File: src/rtl/ls_pio_pkg.sv
// Shared constants and helpers for the filtered low-speed input PIO.
package ls_pio_pkg;

    localparam logic [1:0] ADDR_DATA  = 2'd0;
    localparam logic [1:0] ADDR_COUNT = 2'd1;
    localparam logic [1:0] ADDR_MASK  = 2'd2;
    localparam logic [1:0] ADDR_EDGE  = 2'd3;

    typedef enum logic [1:0] {
        EDGE_RISING  = 2'd0,
        EDGE_FALLING = 2'd1,
        EDGE_ANY     = 2'd2
    } edge_type_e;

    // Bits needed to hold values 0..value-1, never less than 1.
    function automatic int clog2(input int value);
        int r;
        r = 0;
        for (int i = 0; i < 31; i++) begin
            if ((1 << i) < value) begin
                r = i + 1;
            end
        end
        return (r < 1) ? 1 : r;
    endfunction

endpackage

File: src/rtl/ls_pio_glitch_filter.sv
// Single-bit glitch filter: accepts a new level only after it has differed
// from the current output for FILTER_CYCLES consecutive cycles.
module ls_pio_glitch_filter
    import ls_pio_pkg::*;
#(
    parameter int FILTER_CYCLES = 4
) (
    input  logic clk,
    input  logic reset,
    input  logic sync_bit,
    output logic filt_bit
);

    localparam int CNT_W = clog2(FILTER_CYCLES + 1);
    localparam logic [CNT_W-1:0] CNT_LAST = CNT_W'(FILTER_CYCLES - 1);

    logic [CNT_W-1:0] cnt_reg;
    logic             filt_reg;

    always_ff @(posedge clk) begin
        if (reset) begin
            cnt_reg  <= '0;
            filt_reg <= 1'b0;
        end else if (sync_bit == filt_reg) begin
            cnt_reg <= '0;
        end else if (cnt_reg == CNT_LAST) begin
            filt_reg <= sync_bit;
            cnt_reg  <= '0;
        end else begin
            cnt_reg <= cnt_reg + 1'b1;
        end
    end

    assign filt_bit = filt_reg;

endmodule

File: src/rtl/ls_input_pio_filtered.sv
// Avalon-MM input PIO with synchroniser, per-bit glitch filter, edge capture,
// masked level interrupt and a saturating event counter.
module ls_input_pio_filtered
    import ls_pio_pkg::*;
#(
    parameter int DATA_WIDTH    = 16,
    parameter int SYNC_STAGES   = 2,
    parameter int FILTER_CYCLES = 0,
    parameter int EDGE_TYPE     = 0,
    parameter int COUNT_WIDTH   = 16
) (
    input  logic                  clk,
    input  logic                  reset,
    input  logic [1:0]            address,
    input  logic                  chipselect,
    input  logic                  write_n,
    input  logic [31:0]           writedata,
    input  logic [DATA_WIDTH-1:0] in_port,
    output logic [31:0]           readdata,
    output logic                  irq
);

    localparam int ARM   = SYNC_STAGES + FILTER_CYCLES + 2;
    localparam int ARM_W = clog2(ARM + 1);
    localparam logic [ARM_W-1:0] ARM_LAST = ARM_W'(ARM);

    logic [SYNC_STAGES-1:0][DATA_WIDTH-1:0] sync_reg;
    logic [DATA_WIDTH-1:0]  sync_q;
    logic [DATA_WIDTH-1:0]  filt;
    logic [DATA_WIDTH-1:0]  filt_d1_reg;
    logic [DATA_WIDTH-1:0]  edge_raw;
    logic [DATA_WIDTH-1:0]  edge_detect;
    logic [DATA_WIDTH-1:0]  edge_capture_reg;
    logic [DATA_WIDTH-1:0]  edge_capture_next;
    logic [DATA_WIDTH-1:0]  irq_mask_reg;
    logic [DATA_WIDTH-1:0]  w1c;
    logic [COUNT_WIDTH-1:0] count_reg;
    logic [ARM_W-1:0]       arm_cnt_reg;
    logic [31:0]            read_next;
    logic                   armed;
    logic                   wr;
    logic                   event_any;
    logic                   unused_bits;

    assign unused_bits = ^writedata;

    always_ff @(posedge clk) begin
        if (reset) begin
            sync_reg <= '0;
        end else begin
            sync_reg <= {sync_reg[SYNC_STAGES-2:0], in_port};
        end
    end

    assign sync_q = sync_reg[SYNC_STAGES-1];

    generate
        if (FILTER_CYCLES == 0) begin : g_bypass
            assign filt = sync_q;
        end else begin : g_filter
            for (genvar gi = 0; gi < DATA_WIDTH; gi++) begin : g_bit
                ls_pio_glitch_filter #(
                    .FILTER_CYCLES(FILTER_CYCLES)
                ) u_filter (
                    .clk     (clk),
                    .reset   (reset),
                    .sync_bit(sync_q[gi]),
                    .filt_bit(filt[gi])
                );
            end
        end
    endgenerate

    generate
        if (EDGE_TYPE == EDGE_FALLING) begin : g_fall
            assign edge_raw = ~filt & filt_d1_reg;
        end else if (EDGE_TYPE == EDGE_ANY) begin : g_any
            assign edge_raw = filt ^ filt_d1_reg;
        end else begin : g_rise
            assign edge_raw = filt & ~filt_d1_reg;
        end
    endgenerate

    // Edges are ignored until the whole input pipeline has refilled after
    // reset, so inputs that were already active do not look like new events.
    assign armed       = (arm_cnt_reg == ARM_LAST);
    assign edge_detect = armed ? edge_raw : '0;
    assign event_any   = |edge_detect;
    assign wr          = chipselect & ~write_n;

    // A new edge wins over a simultaneous clear so no event is lost.
    assign w1c               = (wr && address == ADDR_EDGE) ? writedata[DATA_WIDTH-1:0] : '0;
    assign edge_capture_next = (edge_capture_reg & ~w1c) | edge_detect;

    always_comb begin
        read_next = '0;
        case (address)
            ADDR_DATA:  read_next[DATA_WIDTH-1:0]  = filt;
            ADDR_COUNT: read_next[COUNT_WIDTH-1:0] = count_reg;
            ADDR_MASK:  read_next[DATA_WIDTH-1:0]  = irq_mask_reg;
            default:    read_next[DATA_WIDTH-1:0]  = edge_capture_reg;
        endcase
    end

    always_ff @(posedge clk) begin
        if (reset) begin
            filt_d1_reg      <= '0;
            arm_cnt_reg      <= '0;
            edge_capture_reg <= '0;
            irq_mask_reg     <= '0;
            count_reg        <= '0;
            readdata         <= '0;
            irq              <= 1'b0;
        end else begin
            filt_d1_reg      <= filt;
            edge_capture_reg <= edge_capture_next;
            readdata         <= read_next;
            irq              <= |(edge_capture_reg & irq_mask_reg);
            if (!armed) begin
                arm_cnt_reg <= arm_cnt_reg + 1'b1;
            end
            if (wr && address == ADDR_MASK) begin
                irq_mask_reg <= writedata[DATA_WIDTH-1:0];
            end
            if (wr && address == ADDR_COUNT) begin
                count_reg <= COUNT_WIDTH'(event_any);
            end else if (event_any && count_reg != '1) begin
                count_reg <= count_reg + 1'b1;
            end
        end
    end

endmodule
File: config.mk
export PLATFORM = sky130hd
export DESIGN_NAME = ls_input_pio_filtered
export DESIGN_NICKNAME = d
export VERILOG_FILES = /design/src/rtl/ls_pio_pkg.sv /design/src/rtl/ls_pio_glitch_filter.sv /design/src/rtl/ls_input_pio_filtered.sv
export SDC_FILE = /design/constraint.sdc
export NUM_CORES = 1
export LEC_CHECK = 0
export CORE_MARGIN = 3
export CORE_UTILIZATION = 40
export CTS_CLUSTER_SIZE = 40
export DETAILED_ROUTE_END_ITERATION = 10
export HOLD_SLACK_MARGIN = 0.06
export PLACE_DENSITY_LB_ADDON = 0.12
export SKIP_LAST_GASP = 1
export SLEW_MARGIN = 20
export SYNTH_ARGS = -nofsm -noshare
export SYNTH_HDL_FRONTEND = slang
export SYNTH_HIERARCHICAL = 1
export SYNTH_SLANG_ARGS = --single-unit
File: constraint.sdc
create_clock -name clk -period 1.8 [get_ports clk]
set_input_delay 0.45 -clock clk [delete_from_list [all_inputs] [get_ports clk]]
set_output_delay 0.45 -clock clk [all_outputs]
set_load 0.005 [all_outputs]
---- Word level (Yosys, flattened, before mapping) ----
Cells that the tools add are included.
operators by class
  reductions and logical operators ........ 9
  mux-type cells .......................... 5
  equal/unequal tests ..................... 5
  bitwise operators ....................... 8
  add/subtract/negate cells ............... 2
operator list
  kind                                                                    number
  16-bit bitwise AND                                                      3
  16-bit case mux with 3 select lines                                     1
  16-bit 2-to-1 mux                                                       2
  16-bit NOT                                                              2
  16-bit OR reduction                                                     2
  16-bit by 1-bit adder with 16-bit output (second input constant)        1
  16-bit inequality test (second input constant)                          1
  16-bit OR                                                               1
  2-bit equality test (second input constant)                             2
  1-bit logical AND                                                       4
  3-bit by 1-bit adder with 3-bit output (second input constant)          1
  3-bit equality test (second input constant)                             1
  2-bit by 1-bit equality test with 1-bit output (second input constant)  1
  2-bit zero test                                                         1
  1-bit 2-to-1 mux                                                        2
  2-bit nonzero test                                                      1
  2-bit OR reduction                                                      1
  1-bit bitwise AND                                                       1
  1-bit NOT                                                               1
word-level totals
  input port bits ......................... 54
  word-level logic and storage cells ...... 40
  output and inout port bits .............. 33
  flip-flop bits (word level) ............. 132

---- Logic depth before layout (Yosys ltp) ----
  depth after elaboration ................. 7
  mapped depth ............................ 7
  gate-level depth less buffers ........... 6

---- Least setup slack after synthesis ----
Ideal clock, no wire load.
  path type ............................... input -> register
  start ................................... input address[1]
  end ..................................... register readdata[3]
  setup slack ............................. 0.033 ns
  required time ........................... 1.672 ns
  path buffers ............................ 2
  library setup time ...................... 0.128 ns
  arrival time ............................ 1.639 ns
  cell stages on the path ................. 4
  cells stage by stage .................... buf_2 > buf_2 > mux4_2 > nor2b_1
between the ends
  word-level cells in the longest chain between the ends .. 2
  elaborated cells on any way between the ends .. 4
  classes of those cells .................. eq/ne (2); mux (1); reduce/logical (1)
ends and longest elaborated chain
  item                                               RTL line                      text
  start: declaration                                 ls_input_pio_filtered.sv:14   input logic [1:0] address,
  2-bit equality test, or another cell as far along  ls_input_pio_filtered.sv:97   case (address)
  16-bit case mux with 3 select lines *              ls_input_pio_filtered.sv:97
  end signal: assignment                             ls_input_pio_filtered.sv:117  readdata <= read_next;
  end: declaration                                   ls_input_pio_filtered.sv:19   output logic [31:0] readdata,
Every way passes the cells marked *; elsewhere a longest branch is shown, timed or not.
A chain may end at the register's enable or synchronous reset.

---- Worst setup path in the final report ----
  start ................................... register sync_reg, in the netlist filt[1]
  end ..................................... register count_reg[4]
between the ends
  word-level cells in the longest chain between the ends .. 4
ends and longest elaborated chain
  item                      RTL line                      text
  start: declaration        ls_input_pio_filtered.sv:27   logic [SYNC_STAGES-1:0][DATA_WIDTH-1:0] sync_reg;
  start signal: assignment  ls_input_pio_filtered.sv:51   sync_reg <= {sync_reg[SYNC_STAGES-2:0], in_port};
  16-bit bitwise AND        ls_input_pio_filtered.sv:80   assign edge_raw = filt & ~filt_d1_reg;
  16-bit 2-to-1 mux         ls_input_pio_filtered.sv:87   assign edge_detect = armed ? edge_raw : '0;
  16-bit OR reduction       ls_input_pio_filtered.sv:88   assign event_any = |edge_detect;
  1-bit logical AND         ls_input_pio_filtered.sv:127  end else if (event_any && count_reg != '1) begin
  end signal: assignment    ls_input_pio_filtered.sv:126  count_reg <= COUNT_WIDTH'(event_any);
  end signal: assignment    ls_input_pio_filtered.sv:128  count_reg <= count_reg + 1'b1;
  end: declaration          ls_input_pio_filtered.sv:37   logic [COUNT_WIDTH-1:0] count_reg;
No other way between the ends.

==> summary.txt <==
========================================================================================================
Sinks on the clock net                                                                               116
Detailed Route WL                                                                               11700 um
Peak per-stage delay on the critical path                                                        0.51 ns
Buffer levels on the longest clock path                                                                2
Total Negative Setup Slacks                                                                         0 ns
Proportion of total power due to net switching                                                     21.5%
Drt first pass iters                                                                                   4
#FFs+latches synth                                                                                   116
Routed WL per cell                                                                               16.0 um
Clock insertion delay at the later pin of the skew report                                        0.41 ns
Top flip-flop cell by instance count after synthesis                                        sky130_fd_sc_hd__dfxtp_1
Share of the clock period used by the worst path                                                   97.9%
Shortest period the worst path allows                                                            1.76 ns
Count of endpoints failing setup in the final report                                                   0
Total power divided by cell area                                                             964 nW/um^2
Number of top-level pins                                                                              87
Vias per inst                                                                                       5.03
Critical path, cell by cell                                                                 nor2b_4 > nor4_2 > buf_4 > a41o_2 > or4_1 > a21oi_1
Met3 track demand over resource in global routing                                                  5.02%
Library cells used by synthesis                                                                       49
Source of the worst register-to-register timing path                                             filt[1]
Critical Path Fanout Max                                                                               7
Global-route track usage on met2                                                                   29.0%
Worst Path Required                                                                              2.15 ns
Type of the worst setup path                                                                flop to flop
Share of total power in combinational logic                                                         8.0%
Placed cell count                                                                                    693
ANT cells                                                                                              0
Number of standard cells in the layout, taps in and fillers out                                      730
Post-synth top area share                                                                          49.7%
Fmax achieved                                                                                    568 MHz
Number of antenna violations at the first check in global routing                                      0
Die height                                                                                        114 um
Power consumption                                                                                6.17 mW
Net Switching                                                                                    1.33 mW
DRC violation count after routing                                                                      0
Number of cells on the worst reg-to-reg path                                                           6
Leakage component of the power                                                                   2.44 nW
Min Hold Slack                                                                                  0.372 ns
Worst hold path type                                                                        input port to flop
Hold-critical path depth                                                                               2
Die Footprint                                                                                 13000 um^2
Global routing met1 resource utilization                                                           25.2%
Global-route total usage across every layer                                                        18.7%
Final antenna-violating net count                                                                      0
Maximum resistive drop on vdd                                                                     634 uV
Proportion of power drawn by the clock network                                                     48.6%
Number of warnings printed during yosys synthesis                                                      6
Avg Inst Size Synth                                                                            9.84 um^2
Net total in the final layout                                                                        634
Setup clock skew after layout                                                                  0.0165 ns
Most frequently used cell type in the post-synthesis netlist                                sky130_fd_sc_hd__dfxtp_1
Max Slew Vio Count                                                                                     0
Remaining global-route overflow                                                                        0
CP Capture Type                                                                                     flop
HP Start                                                                                           reset
Area growth from synthesis to final layout                                                         37.0%
Synth Instances                                                                                      475
Last weighted congestion value of the routability-driven placer                                    0.856
Most frequent cells after synthesis                                                         sky130_fd_sc_hd__dfxtp_1, sky130_fd_sc_hd__nor2b_1, sky130_fd_sc_hd__nand2_1, sky130_fd_sc_hd__a21oi_1, sky130_fd_sc_hd__nor2_1
Post-synth EDFFs                                                                                       0
CTS Root Buffer Type                                                                        sky130_fd_sc_hd__clkbuf_16
Share of cells above drive strength 1                                                              23.4%
Internal power component                                                                         4.84 mW
Filler cells                                                                                        1007
Via count of the first global-routing pass                                                          3601
Clock tree from TritonCTS                                                                          built
Count of vias placed by the detailed router                                                         3674
Maximum capacitance violations                                                                         0
Peak-usage layer in the global routing report                                                       met2
Area of the core                                                                              11100 um^2
Final hold vios                                                                                        0
H-tree depth reported by CTS                                                                           4
Maximum number of pins on one net before global-route repair                                          59
CTS buffer count                                                                                      17
Effective utilization at floorplan                                                                 42.0%
Arrival @ worst endpoint                                                                         2.11 ns
Proportion of synthesized chip area in sequential cells                                            49.7%
HPWL after detailed placement                                                                    8250 um
Part of the power in registers                                                                     43.4%
Number of rows created at floorplan                                                                   38
Detailed router's first-iteration violation count                                                    254
Hold Path End                                                                               count_reg[0]
Wire length of the first global-routing pass                                                    18700 um
Critical Path Source Type                                                                           flop
Die width                                                                                         114 um
Run status                                                                                     completed
Leading cell types by total area after synthesis                                            sky130_fd_sc_hd__dfxtp_1, sky130_fd_sc_hd__nor2b_1, sky130_fd_sc_hd__mux4_2, sky130_fd_sc_hd__nand2_1, sky130_fd_sc_hd__a21oi_1
Synthesized area                                                                               4670 um^2
I/O Buffers                                                                                           54
Crit path max-delay cell type                                                               sky130_fd_sc_hd__or4_1
Post-CTS clock slew at the launch and capture registers of the worst setup and hold paths        0.05 ns
Worst-case register-to-register setup slack                                                      0.04 ns
Leading area contributor after synthesis                                                    sky130_fd_sc_hd__dfxtp_1
Reg-to-reg endpoint                                                                         count_reg[4]
Setup repair after global routing missed its margin                                                  yes
Ys async rst share                                                                                    0%
========================================================================================================
## metrics by stage
stage	utilization [%]	cell area (um^2)	setup WS, ns
2_1_floorplan	-	4730	0.0331
3_3_place_gp	50.8	5650	-0.251
3_5_place_dp	50.8	5650	-0.257
4_1_cts	56.2	6260	-0.0234
5_1_grt	57.5	6400	-0.0237
6_report	57.5	6400	0.0384
## power by group through the flow
stage | combinational (mW) | clock (mW) | sequential [mW]
after detailed placement | 0.450 | 0 | 2.73
after CTS | 0.465 | 3.07 | 2.68
final | 0.492 | 3.00 | 2.68
after global placement | 0.446 | 0 | 2.72
after global routing | 0.541 | 3.18 | 2.69
after floorplan | 0.247 | 0 | 2.72
## worst max-delay path by stage
| stage | startpoint | to | slack (ns) | cells past startpoint |
|---|---|---|---|---|
| 2_1_floorplan | address[1] | readdata[3] | 0.03 | 4 |
| 3_3_place_gp | address[1] | count_reg[7] | -0.25 | 5 |
| 3_5_place_dp | chipselect | count_reg[7] | -0.26 | 5 |
| 4_1_cts | filt[3] | count_reg[8] | -0.02 | 6 |
| 5_1_grt | filt[3] | count_reg[3] | -0.02 | 6 |
| 6_report | filt[1] | count_reg[4] | 0.04 | 6 |
## critical path, delay by kind of cell (launching register included)
kind                   cells  cell delay (ns)
AOI/OAI and AO/OA          2             0.47
DFF                        1             0.32
and+or+nand+nor            3             0.75
buffers and inverters      1             0.15
## per-layer routing
metal / vias to the layer above / wire length [um]
met2: 87 / 5680
met3: 5 / 584
met5: - / 0
met1: 1759 / 5370
met4: 0 / 68
li1: 1823 / -
## layout make-up
| cell class | instances | area (um^2) | area share [%] |
|---|---|---|---|
| Clock inverter | 4 | 20.0 | 0.313 |
| Multi-Input combinational cell | 327 | 2320 | 36.3 |
| Inverter | 5 | 18.8 | 0.293 |
| Timing Repair Buffer | 110 | 1020 | 15.9 |
| Clock buffer | 28 | 517 | 8.07 |
| Sequential cell | 116 | 2330 | 36.4 |
| Tap cell | 140 | 175 | 2.74 |
## kinds of logic (layout without fill, tap and decap cells)
family / Yosys count / in the layout / synth area share, %
simple gates: 218 / 218 / 25.5
flops: 116 / 116 / 49.7
compound gates: 66 / 67 / 9.19
buf+inv: 48 / 147 / 5.57
mux: 22 / 22 / 9.00
fa+ha+maj: 3 / 3 / 0.804
other cells: 1 / 16 / 0.0803
xor+xnor: 1 / 1 / 0.188
## cell usage in the layout, fill, tap and decap left out, drive strengths merged, types with 3 or more instances in the layout
cell type      instances
nor2b                 80
or3                    6
nand2                 66
clkdlybuf4s50         53
a22o                   3
a21oi                 28
nor4                   8
mux2i                  6
ha                     3
or4                    5
and2                   3
o21ai                  4
and3                   3
nand4                  3
a22oi                 18
clkinv                 4
o31ai                  5
conb                  16
nand3                  9
nor2                  22
buf                   57
clkbuf                28
a221oi                 3
mux4                  16
dfxtp                116
inv                    5
## what timing repair did
item / CTS / global route
resized for setup: 13 / 28
gates cloned: 0 / 1
endpoints found under the hold margin: 0 / 0
hold buffers: 0 / 0
setup endpoints to repair: 15 / 15
buffers inserted: 2 / 2
pin swaps: 1 / 5
(Power assumes the default switching activity.)
